$ cat config.mk
export PLATFORM = sky130hd
export DESIGN_NAME = rr_mux_arbiter
export DESIGN_NICKNAME = d
export VERILOG_FILES = /design/src/rtl/rr_pkg.sv /design/src/rtl/rr_mux_arbiter_pick.sv /design/src/rtl/rr_mux_arbiter.sv
export SDC_FILE = /design/constraint.sdc
export NUM_CORES = 1
export LEC_CHECK = 0
export ABC_CLOCK_PERIOD_IN_PS = 4700
export CAP_MARGIN = 20
export CORE_AREA = 8 8 72 121
export CTS_CLUSTER_DIAMETER = 100
export DETAILED_ROUTE_END_ITERATION = 16
export DIE_AREA = 0 0 80 129
export DONT_BUFFER_PORTS = 1
export SYNTH_ARGS = -nofsm -noshare
export SYNTH_HDL_FRONTEND = slang
export SYNTH_SLANG_ARGS = --single-unit
$ cat constraint.sdc
create_clock -name clk -period 4.7 [get_ports clk]
set_clock_uncertainty 0.15 [all_clocks]
set_input_delay 0.705 -clock clk [delete_from_list [all_inputs] [get_ports clk]]
set_output_delay 0.705 -clock clk [all_outputs]
set_load 0.01 [all_outputs]
$ cat src/rtl/rr_pkg.sv
// Shared definitions for round-robin arbitration blocks.
//   state_e  : output-slot occupancy (EMPTY / FULL)
//   next_idx : successor of a requester index, wrapping at 2**control_w
package rr_pkg;

  typedef enum logic {
    EMPTY = 1'b0,
    FULL  = 1'b1
  } state_e;

  // (idx + 1) mod 2**control_w; the wrap from the last index yields 0.
  function automatic int unsigned next_idx(input int unsigned idx,
                                           input int unsigned control_w);
    return (idx + 32'd1) % (32'd1 << control_w);
  endfunction

endpackage

$ cat src/rtl/rr_mux_arbiter_pick.sv
// Combinational round-robin picker.
//   req_i       : request vector, one bit per requester
//   ptr_i       : index with highest priority this cycle
//   gnt_valid_o : at least one request is set
//   gnt_idx_o   : first set index searching upward from ptr_i, wrapping
module rr_pick #(
  parameter int CONTROL = 2
) (
  input  logic [(2**CONTROL)-1:0] req_i,
  input  logic [CONTROL-1:0]      ptr_i,
  output logic                    gnt_valid_o,
  output logic [CONTROL-1:0]      gnt_idx_o
);

  localparam int N = 2**CONTROL;

  logic [N-1:0]       rot;
  logic [CONTROL-1:0] off;

  // Rotate so that ptr_i lands on bit 0; a plain lowest-bit priority
  // encoder then implements the wrapped search, and adding ptr_i back
  // (modulo N through the CONTROL-bit width) undoes the rotation.
  always_comb begin
    rot         = '0;
    off         = '0;
    gnt_valid_o = 1'b0;
    for (int k = 0; k < N; k++) begin
      rot[k] = req_i[CONTROL'(k) + ptr_i];
    end
    for (int k = N - 1; k >= 0; k--) begin
      if (rot[k]) begin
        gnt_valid_o = 1'b1;
        off         = CONTROL'(k);
      end
    end
    gnt_idx_o = off + ptr_i;
  end

endmodule

$ cat src/rtl/rr_mux_arbiter.sv
// N-to-1 round-robin merge stage with a single registered output slot.
//   clk, rst_n : system clock (rising edge), asynchronous active-low reset
//   in_valid   : per-requester beat pending
//   in_data    : per-requester payload (unpacked array, index = requester)
//   in_ready   : one-hot (or zero) acceptance of the granted requester
//   out_valid  : output slot holds a beat
//   out_data   : registered payload of the held beat
//   out_sel    : requester index that produced out_data (drives return demux)
//   out_ready  : downstream consumes the held beat this cycle
module rr_mux_arbiter
  import rr_pkg::*;
#(
  parameter int CONTROL    = 2,
  parameter int DATA_WIDTH = 32
) (
  input  logic                         clk,
  input  logic                         rst_n,
  input  logic [(2**CONTROL)-1:0]      in_valid,
  input  logic [DATA_WIDTH-1:0]        in_data [2**CONTROL],
  output logic [(2**CONTROL)-1:0]      in_ready,
  output logic                         out_valid,
  output logic [DATA_WIDTH-1:0]        out_data,
  output logic [CONTROL-1:0]           out_sel,
  input  logic                         out_ready
);

  state_e                  state_q, state_d;
  logic [CONTROL-1:0]      ptr_q, ptr_d;
  logic [CONTROL-1:0]      sel_q, sel_d;
  logic [DATA_WIDTH-1:0]   data_q, data_d;

  logic                    gnt_valid;
  logic [CONTROL-1:0]      gnt_idx;
  logic                    load_en;
  logic                    accept;

  rr_pick #(
    .CONTROL(CONTROL)
  ) u_pick (
    .req_i      (in_valid),
    .ptr_i      (ptr_q),
    .gnt_valid_o(gnt_valid),
    .gnt_idx_o  (gnt_idx)
  );

  // The slot can take a new beat when it is empty or being drained now.
  // rst_n is folded in so no requester sees ready while reset is held.
  assign load_en = (state_q == EMPTY) | out_ready;
  assign accept  = rst_n & load_en & gnt_valid;

  always_comb begin
    in_ready = '0;
    if (accept) begin
      in_ready[gnt_idx] = 1'b1;
    end
  end

  always_comb begin
    state_d = state_q;
    ptr_d   = ptr_q;
    sel_d   = sel_q;
    data_d  = data_q;
    if (accept) begin
      // Covers both a load into an empty slot and drain-and-replace.
      state_d = FULL;
      data_d  = in_data[gnt_idx];
      sel_d   = gnt_idx;
      ptr_d   = CONTROL'(next_idx(32'(gnt_idx), CONTROL));
    end else if (out_ready) begin
      // Payload is left as-is; it is a don't-care once the slot is empty.
      state_d = EMPTY;
    end
  end

  always_ff @(posedge clk or negedge rst_n) begin
    if (!rst_n) begin
      state_q <= EMPTY;
      ptr_q   <= '0;
      sel_q   <= '0;
      data_q  <= '0;
    end else begin
      state_q <= state_d;
      ptr_q   <= ptr_d;
      sel_q   <= sel_d;
      data_q  <= data_d;
    end
  end

  assign out_valid = (state_q == FULL);
  assign out_data  = data_q;
  assign out_sel   = sel_q;

endmodule

==> results.toml, run 1 <==
[outcome]
status = "finished, final reports clean"

[synth]
syn_avg_cell_area_um2 = 8.613
synth_area_mm2 = 0.002739
synth_most_common_cell = "nor2b_1"
synth_top_area_share = 0.3381
async_flop_share = 1.000
synth_cells = 318
ys_top_cells_by_count = "nor2b_1, nand2_1, dfrtp_1"
synth-seq-cells = 37
synth-edff-count = 0
synth_top_flop_cell = "dfrtp_1"
yosysWarnings = 0
synth.distinct_cells = 32
yosysTopAreaCell = "dfrtp_1"
synthTopCellsByArea = "dfrtp_1, nor2b_1, a2111oi_0"
syn_nets = 454
seq_area_frac_synth = 0.3381

[power_and_ir_drop]
power_leakage_nw = 1.079
total_power_mw = 2.648
p_switching_mw = 1.331
p_sw_frac = 0.5026
vdd_drop_max_mv = 0.5678
internal-power_mw = 1.317
power_frac_seq = 0.259
powerDensity_mw_per_mm2 = 895.9
pwr-share-comb = 0.593
pwr-share-clk = 0.148

[global_route]
grt_pass1_vias = 2558
antenna_found_initial = 3
grt_max_degree = 65
grt_util_all_layers = 0.1695
overflow = 0
grt_pass1_wl_mm = 13.59

[timing]
whs_ns = 0.1113
worst_slew_pin_slew_ns = 0.5897
fin_crit_ns = 3.547
fin_ws_ns = 1.153
grt_setup_unrepaired = "false"
fin_crit_sh = 0.7546
slew_viol_final = 0
setup_viol = 0
hold_viol = 0
max-slew-margin-rel = 0.6069
max_clock_freq_ghz = 0.2820
tns_ns = 0

[clocking]
clockRootBuffer = "clkbuf_16"
cts-htree-levels = 2
cts_tree = "done"
cts.repair.resized = 0
cts_sinks = 37
clk_pin_slew_ns = 0.06
worst_skew_pair.late_latency_ns = 0.28
clk_path_buf_depth = 2
cts_setup_buffers = 0
numCtsBuffers = 5

[routing]
avgViaCountPerCell = 6.445
drc = 0
wl_met3_um = 800
dr.pass1.iters = 4
drt_wl_total_mm = 9.119
antenna_left = 0
wl_met1_mm = 3.153
wl_met2_mm = 4.867
drt_iter0_drc = 116
vias = 2475
highest_layer = "met5"
wl_per_cell_um = 23.75

[cells_and_area]
final_cell_area_mm2 = 0.002955
nNetsFinal = 432
nFillCells = 721
syn_to_final_growth_pct = 7.903
drive_gt1_frac = 0.07744
fin_cells = 384
utilization = 0.4175

[setup_path]
crit_path_max_fanout = 34
worstPathRequired_ns = 3.85
r2r_slack_ns = 1.52
crit_type = "flop to primary output"
arrival_ns = 2.69
cp_slowest_cell = "dfrtp_1"
crit_path_end_kind = "primary output"
start_kind = "flop"
slowest_delay_ns = 0.52
critical_path.cell_chain = "inv_1 -> o32a_1 -> a21oi_1 -> ha_4 -> xor2_1 -> a21oi_2 -> buf_4 -> nor2_1 -> nor3_1"

[floorplan]
initial_utilization = 0.3869
rows = 41
die-width_um = 80
dieArea_mm2 = 0.01032
io_pins = 174
fp.dieH_um = 129
design.core.area_mm2 = 0.007079

[placed_design]
dp.cells = 374
dpl-instance-area_mm2 = 0.002760
hpwl_mm = 6.643
place.gp.congestion = 0.7774
dp_slack_ns = 1.263
port_buffers = 0

[hold_path]
min_path_type = "input port to async pin"

[run]
cap_violations = 0
[power groups by stage]
| stage | combinational (mW) | clock, mW | sequential [mW] |
|---|---|---|---|
| 2_1_floorplan | 1.29 | 0 | 0.626 |
| 3_3_place_gp | 1.53 | 0 | 0.693 |
| 3_5_place_dp | 1.56 | 0 | 0.695 |
| 4_1_cts | 1.57 | 0.405 | 0.692 |
| 5_1_grt | 1.76 | 0.417 | 0.708 |
| 6_report | 1.57 | 0.392 | 0.686 |
[cell usage in the layout (no fill, tap or decap), drive strengths merged, types with 3 or more instances in the layout]
cell type,Yosys,layout
dfrtp,37,37
a2111oi,32,32
nor2,6,6
o31ai,33,33
buf,11,8
a221oi,32,32
nand2,41,41
o21ai,3,3
nor2b,65,65
nand2b,3,3
clkbuf,26,7
nor3b,3,3
a21oi,4,4
nor3,6,6
[kinds of logic (layout without fill, tap and decap cells)]
group           count (synthesis)  after routing  share of synthesized area
simple gates                  126            126                     0.2471
compound gates                112            112                     0.3381
buf+inv                        39             18                    0.06030
flops                          37             37                     0.3381
xor+xnor                        2              2                   0.006397
fa+ha+maj                       1              1                   0.004568
mux                             1              1                   0.005480
other cells                     0              1                          0
[cell type report]
type,instances,area (um^2),area share
antenna,1,2.502,0.0008467
clock buffer,7,142.6,0.04826
clock inverter,1,30.03,0.01016
inverter,2,7.507,0.002540
multi-input combinational,242,1667,0.5639
sequential,37,925.9,0.3133
tap,86,107.6,0.03641
timing repair buffer,8,72.57,0.02456
[worst paths after layout]
| path | startpoint | endpoint | cells past startpoint |
|---|---|---|---|
| max reg2reg | ptr_q[1]$_DFFE_PN0P_ | out_data[24]$_DFFE_PN0P_ | 9 |
| min in group clk | out_sel[0]$_DFFE_PN0P_ | out_sel[0]$_DFFE_PN0P_ | 2 |
| min reg2reg | out_sel[0]$_DFFE_PN0P_ | out_sel[0]$_DFFE_PN0P_ | 2 |
| max in group asynchronous | rst_n | out_data[9]$_DFFE_PN0P_ | 1 |
| max | ptr_q[1]$_DFFE_PN0P_ | in_ready[2] | 9 |
| min | rst_n | out_data[28]$_DFFE_PN0P_ | 1 |
[what timing repair did]
action | in CTS | in global routing
endpoints found under the hold margin | 37 | 0
endpoints found under the setup margin | 0 | 0
hold buffers | 1 | 0
[registers in the layout, summed over array words and instances, names as in the netlist]
register   flops
out_data      32
out_sel        2
ptr_q          2
out_valid      1
[worst max-delay path, delay by kind of cell, from the launching register on]
kind	cells	cell delay (ns)
flops	1	0.52
compound gates	3	0.68
buf+inv	2	0.45
fa+ha+maj	1	0.18
xor+xnor	1	0.08
simple gates	2	0.49
[layer usage]
metal / track usage / vias to the layer above
met2: 0.3003 / 110
met1: 0.1635 / 1165
met4: 0.08621 / 4
met3: 0.06494 / 20
li1: - / 1176
met5: 0 / -
(Power assumes the default switching activity.)
==> inputs of run 2 (changes only) <==
--- a/config.mk
+++ b/config.mk
@@ -5,12 +5,13 @@
 export SDC_FILE = /design/constraint.sdc
 export NUM_CORES = 1
 export LEC_CHECK = 0
-export ABC_CLOCK_PERIOD_IN_PS = 4700
+export ABC_AREA = 1
+export ABC_CLOCK_PERIOD_IN_PS = 3350
 export CAP_MARGIN = 20
-export CORE_AREA = 8 8 72 121
+export CORE_AREA = 8 8 74 125
 export CTS_CLUSTER_DIAMETER = 100
 export DETAILED_ROUTE_END_ITERATION = 16
-export DIE_AREA = 0 0 80 129
+export DIE_AREA = 0 0 82 133
 export DONT_BUFFER_PORTS = 1
 export SYNTH_ARGS = -nofsm -noshare
 export SYNTH_HDL_FRONTEND = slang
==> constraint.sdc (replaced) <==
create_clock -name clk -period 3.35 [get_ports clk]
set_clock_uncertainty 0.15 [all_clocks]
set_input_delay 0.5025 -clock clk [delete_from_list [all_inputs] [get_ports clk]]
set_output_delay 0.5025 -clock clk [all_outputs]
set_load 0.01 [all_outputs]
==> results.toml, run 2 <==
[floorplan]
rows = 42
initial_utilization = 0.3922
die-width_um = 82
io_pins = 174
fp.dieH_um = 133
design.core.area_mm2 = 0.007462
dieArea_mm2 = 0.01091

[power_and_ir_drop]
pwr-share-comb = 0.693
p_switching_mw = 2.434
pwr-share-clk = 0.092
power_leakage_nw = 1.609
vdd_drop_max_mv = 0.7583
power_frac_seq = 0.215
powerDensity_mw_per_mm2 = 1524
p_sw_frac = 0.5181
internal-power_mw = 2.264
total_power_mw = 4.699

[clocking]
clockRootBuffer = "clkbuf_16"
cts-htree-levels = 2
worst_skew_pair.late_latency_ns = 0.27
numCtsBuffers = 5
clk_pin_slew_ns = 0.05
cts_tree = "done"
cts_setup_buffers = 0
cts_sinks = 37
clk_path_buf_depth = 2

[timing]
slew_viol_final = 0
tns_ns = 0
max-slew-margin-rel = 0.6213
fin_crit_sh = 0.9231
max_clock_freq_ghz = 0.3234
worst_slew_pin_slew_ns = 0.5680
setup_viol = 0
fin_crit_ns = 3.092
hold_viol = 0
grt_setup_unrepaired = "false"

[synth]
synth_top_flop_cell = "dfrtp_1"
synth-edff-count = 0
seq_area_frac_synth = 0.3164
yosysWarnings = 0
syn_nets = 506
synth_cells = 370
syn_avg_cell_area_um2 = 7.910
yosysTopAreaCell = "dfrtp_1"
async_flop_share = 1.000
synth_area_mm2 = 0.002927
synth-seq-cells = 37
synth_top_area_share = 0.3164
synth_most_common_cell = "nand2_1"
ys_top_cells_by_count = "nand2_1, nand3_1, mux2i_1"
synthTopCellsByArea = "dfrtp_1, mux2i_1, nand2_1"
synth.distinct_cells = 25

[setup_path]
r2r-start = "ptr_q[0]$_DFFE_PN0P_"
start_kind = "flop"
worstSetupStartpoint = "ptr_q[0]$_DFFE_PN0P_"
crit_path_max_fanout = 33
worstPathRequired_ns = 2.70
arrival_ns = 2.44
crit_path_end_kind = "primary output"
crit_type = "flop to primary output"

[hold_path]
min_from = "out_ready"
min_path_type = "input port to flop"

[run]
cap_violations = 0

[outcome]
status = "finished, final reports clean"

[global_route]
grt_pass1_vias = 2543
grt_max_degree = 38
grt_pass1_wl_mm = 12.59
grt_util_all_layers = 0.1455
antenna_found_initial = 0
overflow = 0

[cells_and_area]
nFillCells = 778
utilization = 0.4131
drive_gt1_frac = 0.1281
syn_to_final_growth_pct = 5.344
nNetsFinal = 496
mostFrequentLayoutCell = "nand2_1"
largest_reg_flops = 32
antenna_cells = 0
layout_common_cells = "nand2_1, nand3_1, mux2i_1, dfrtp_1, nand2_2"
final_cell_area_mm2 = 0.003083

[routing]
drc = 0
vias = 2400
avgViaCountPerCell = 5.369
drt_wl_total_mm = 8.123
dr.pass1.iters = 6
drt_iter0_drc = 64
antenna_left = 0
wl_per_cell_um = 18.17

[placed_design]
dpl-instance-area_mm2 = 0.002920
place.gp.congestion = 0.7871
hpwl_mm = 6.187
port_buffers = 0
## run 2: changes by cell type after synthesis, sizes merged, moves of 6 or more
cell,previous run,this run
a2111oi,32,0
a221oi,32,0
buf,11,22
clkbuf,26,2
inv,2,14
mux2i,0,64
nand2,41,149
nand3,1,71
nor2b,65,0
nor3,6,0
o31ai,33,0
## run 2: per-stage QoR
stage	hold WS, ns	setup WS [ns]	std cells
floorplan	0.05691	0.6058	370
global placement	0.05807	0.4463	439
detailed placement	0.05803	0.3881	439
CTS	0.2519	0.08494	447
global route	0.2737	0.03525	447
finish	0.2604	0.2576	447
## run 2: repair_timing
item,CTS,global route
hold endpoints to repair,37,0
gates resized for setup,0,2
hold buffers,2,0
setup endpoints to repair,0,4
## run 2: layout make-up
cell class / count / area (um^2) / area share
inverters: 14 / 62.56 / 0.02029
well taps: 88 / 110.1 / 0.03571
multi-input cells: 295 / 1784 / 0.5787
flip-flops and latches: 37 / 928.4 / 0.3011
repair buffers: 7 / 67.56 / 0.02192
clock buffers: 5 / 125.1 / 0.04058
clock inverters: 1 / 5.005 / 0.001623
## run 2: routing by layer
layer | vias up | GRT usage | wire length, um
met3 | 9 | 0.03596 | 572
met5 | - | 0 | 0
met2 | 97 | 0.2708 | 4527
met4 | 0 | 0.05501 | 156
met1 | 1092 | 0.1442 | 2867
li1 | 1202 | - | -
## run 2: power by group through the flow
| stage | registers [mW] | clock network (mW) | logic, mW |
|---|---|---|---|
| final | 1.01 | 0.433 | 3.26 |
| after global routing | 1.04 | 0.466 | 3.64 |
| after CTS | 1.02 | 0.451 | 3.31 |
| after detailed placement | 1.02 | 0 | 3.29 |
| after global placement | 1.02 | 0 | 3.25 |
| after floorplan | 0.905 | 0 | 3.03 |
## run 2: cell families after synthesis
| logic type | count (synthesis) | synth area share |
|---|---|---|
| buffers and inverters | 38 | 0.07824 |
| adders and majority gates | 1 | 0.004275 |
| AOI/OAI and AO/OA | 3 | 0.005983 |
| xor gates and xnor gates | 1 | 0.009407 |
| and+or+nand+nor | 226 | 0.3668 |
| muxes | 64 | 0.2189 |
| DFF | 37 | 0.3164 |
## run 2: worst max-delay path: stages (launching register included)
cell,delay [ns]
dfrtp_2,0.50
inv_6,0.12
nand2_2,0.07
nand2_2,0.08
nand2_2,0.07
nand2_4,0.10
a21oi_1,0.04
nor2_1,0.15
ha_4,0.18
xor2_4,0.22
nand2_8,0.19
nand2_8,0.20
nand2_2,0.08
nor2_2,0.15
## run 2: worst paths after layout
kind | to | slack (ns) | cells past startpoint
max | in_ready[3] | 0.26 | 13
max in group asynchronous | ptr_q[1]$_DFFE_PN0P_ | 2.30 | 2
min reg2reg | out_data[0]$_DFFE_PN0P_ | 0.40 | 2
min | out_valid$_DFFE_PN0P_ | 0.26 | 3
min in group asynchronous | out_data[13]$_DFFE_PN0P_ | 0.55 | 2
max reg2reg | out_data[8]$_DFFE_PN0P_ | 0.66 | 15
==> inputs of run 3 (changes only) <==
--- a/config.mk
+++ b/config.mk
@@ -8,11 +8,14 @@
 export ABC_AREA = 1
 export ABC_CLOCK_PERIOD_IN_PS = 3350
 export CAP_MARGIN = 20
+export CELL_PAD_IN_SITES_DETAIL_PLACEMENT = 1
+export CELL_PAD_IN_SITES_GLOBAL_PLACEMENT = 1
 export CORE_AREA = 8 8 74 125
 export CTS_CLUSTER_DIAMETER = 100
 export DETAILED_ROUTE_END_ITERATION = 16
 export DIE_AREA = 0 0 82 133
 export DONT_BUFFER_PORTS = 1
+export PLACE_DENSITY_LB_ADDON = 0.1
 export SYNTH_ARGS = -nofsm -noshare
 export SYNTH_HDL_FRONTEND = slang
 export SYNTH_SLANG_ARGS = --single-unit
==> results.toml, run 3 (same netlist as run 2, synthesis figures left out) <==
[setup_path]
crit_path_end_kind = "primary output"
crit_type = "flop to primary output"
crit_path_max_fanout = 33
r2r_slack_ns = 0.61
critical_path.cell_chain = "inv_6 -> nand2_1 -> nand2_1 -> nand2_2 -> nand2_4 -> a21oi_1 -> nor2_1 -> ha_4 -> xor2_4 -> nand2_8 -> nand2_8 -> inv_1 -> nand2_1 -> inv_1"
start_kind = "flop"
worstPathRequired_ns = 2.70
slowest_delay_ns = 0.49
arrival_ns = 2.46
cpMostUsedCell = "nand2_1"
cp_slowest_cell = "dfrtp_2"

[global_route]
overflow = 0
grt_max_degree = 38
antenna_found_initial = 0
grt_util_all_layers = 0.1704
grt_pass1_wl_mm = 14.39
grt_pass1_vias = 2923

[routing]
wl_per_cell_um = 20.60
drt_iter0_drc = 55
antenna_left = 0
drt_wl_total_mm = 9.251
dr.pass1.iters = 4
vias = 2499
drc = 0
avgViaCountPerCell = 5.566

[power_and_ir_drop]
powerDensity_mw_per_mm2 = 1570
power_leakage_nw = 1.624
vdd_drop_max_mv = 0.6333
total_power_mw = 4.883

[floorplan]
rows = 42
die-width_um = 82
initial_utilization = 0.3922
fp.dieH_um = 133
design.core.area_mm2 = 0.007462
dieArea_mm2 = 0.01091
io_pins = 174

[timing]
max-slew-margin-rel = 0.6819
fin_crit_ns = 3.113
max_clock_freq_ghz = 0.3212
slew_viol_final = 0
fin_crit_sh = 0.9293
grt_setup_unrepaired = "false"
worst_slew_pin_slew_ns = 0.4771
tns_ns = 0
hold_viol = 0
setup_viol = 0

[cells_and_area]
syn_to_final_growth_pct = 6.285
layout_common_cells = "nand2_1, nand3_1, mux2i_1, dfrtp_1, nand2_2"
utilization = 0.4168
antenna_cells = 0
largest_reg_flops = 32
nNetsFinal = 498
drive_gt1_frac = 0.1330
fin_cells = 449
mostFrequentLayoutCell = "nand2_1"

[placed_design]
hpwl_mm = 7.132
port_buffers = 0
dp.cells = 440
place.gp.congestion = 0.7559

[clocking]
clk_pin_slew_ns = 0.06
worst_skew_pair.late_latency_ns = 0.28
cts_sinks = 37
cts_tree = "done"
clk_path_buf_depth = 2
clockRootBuffer = "clkbuf_16"
cts-htree-levels = 2
numCtsBuffers = 5

[outcome]
status = "finished, final reports clean"

[run]
cap_violations = 0

[hold_path]
min_path_type = "input port to flop"
[run 3: changes by cell type in the layout (fill, tap and decap cells not counted), sizes merged]
cell | previous run | this run
buf | 6 | 8
[run 3: critical path, delay by kind of cell, from the launching register on]
| family | cells | cell delay [ns] |
|---|---|---|
| AND/OR/NAND/NOR | 8 | 0.97 |
| XOR/XNOR | 1 | 0.22 |
| adder cells (fa/ha/maj) | 1 | 0.19 |
| flip-flops | 1 | 0.49 |
| buffers and inverters | 3 | 0.26 |
| AO/OA/AOI/OAI | 1 | 0.05 |
[run 3: layout make-up]
class | instances | area [um^2]
multi-input cells | 295 | 1784
clock buffers | 5 | 125.1
clock inverters | 1 | 5.005
flip-flops and latches | 37 | 928.4
well taps | 88 | 110.1
fillers | 940 | 4352
inverters | 14 | 62.56
repair buffers | 9 | 95.09
[run 3: path summary, 6_finish.rpt]
kind | startpoint | end | cells after the start
setup / recovery | ptr_q[0]$_DFFE_PN0P_ | in_ready[1] | 14
min in group asynchronous | rst_n | out_data[3]$_DFFE_PN0P_ | 2
setup reg to reg | ptr_q[0]$_DFFE_PN0P_ | out_data[3]$_DFFE_PN0P_ | 15
max in group asynchronous | rst_n | ptr_q[1]$_DFFE_PN0P_ | 2
hold / removal | out_ready | out_valid$_DFFE_PN0P_ | 3
hold reg to reg | out_data[30]$_DFFE_PN0P_ | out_data[30]$_DFFE_PN0P_ | 2
[run 3: timing repair]
action	in CTS	in global routing
endpoints found under the setup margin	0	4
setup buffers	0	1
endpoints found under the hold margin	37	0
gates resized for setup	0	2
hold buffers	2	0
[run 3: power by group]
group / total, mW / internal, mW / switching, mW / leakage, nW
Clock: 0.449 / 0.266 / 0.183 / 0.0655
Combinational: 3.42 / 1.37 / 2.05 / 1.11
Sequential: 1.01 / 0.690 / 0.324 / 0.447
Total: 4.88 / 2.32 / 2.56 / 1.62
[run 3: stage by stage]
step	hold WS, ns	setup WS [ns]	cell area, um^2
floorplan	0.05691	0.6058	2927
global placement	0.05838	0.4151	2940
global route	0.2632	0.01358	3110
finish	0.2462	0.2368	3110
detailed placement	0.05836	0.3645	2940
CTS	0.2337	0.04566	3100
[run 3: per-layer routing]
metal | vias up | track usage | share of wire
met5 | - | 0 | 0
met4 | 0 | 0.05796 | 0.018
met3 | 14 | 0.04749 | 0.075
met2 | 101 | 0.3172 | 0.56
met1 | 1178 | 0.1686 | 0.35
li1 | 1206 | - | -
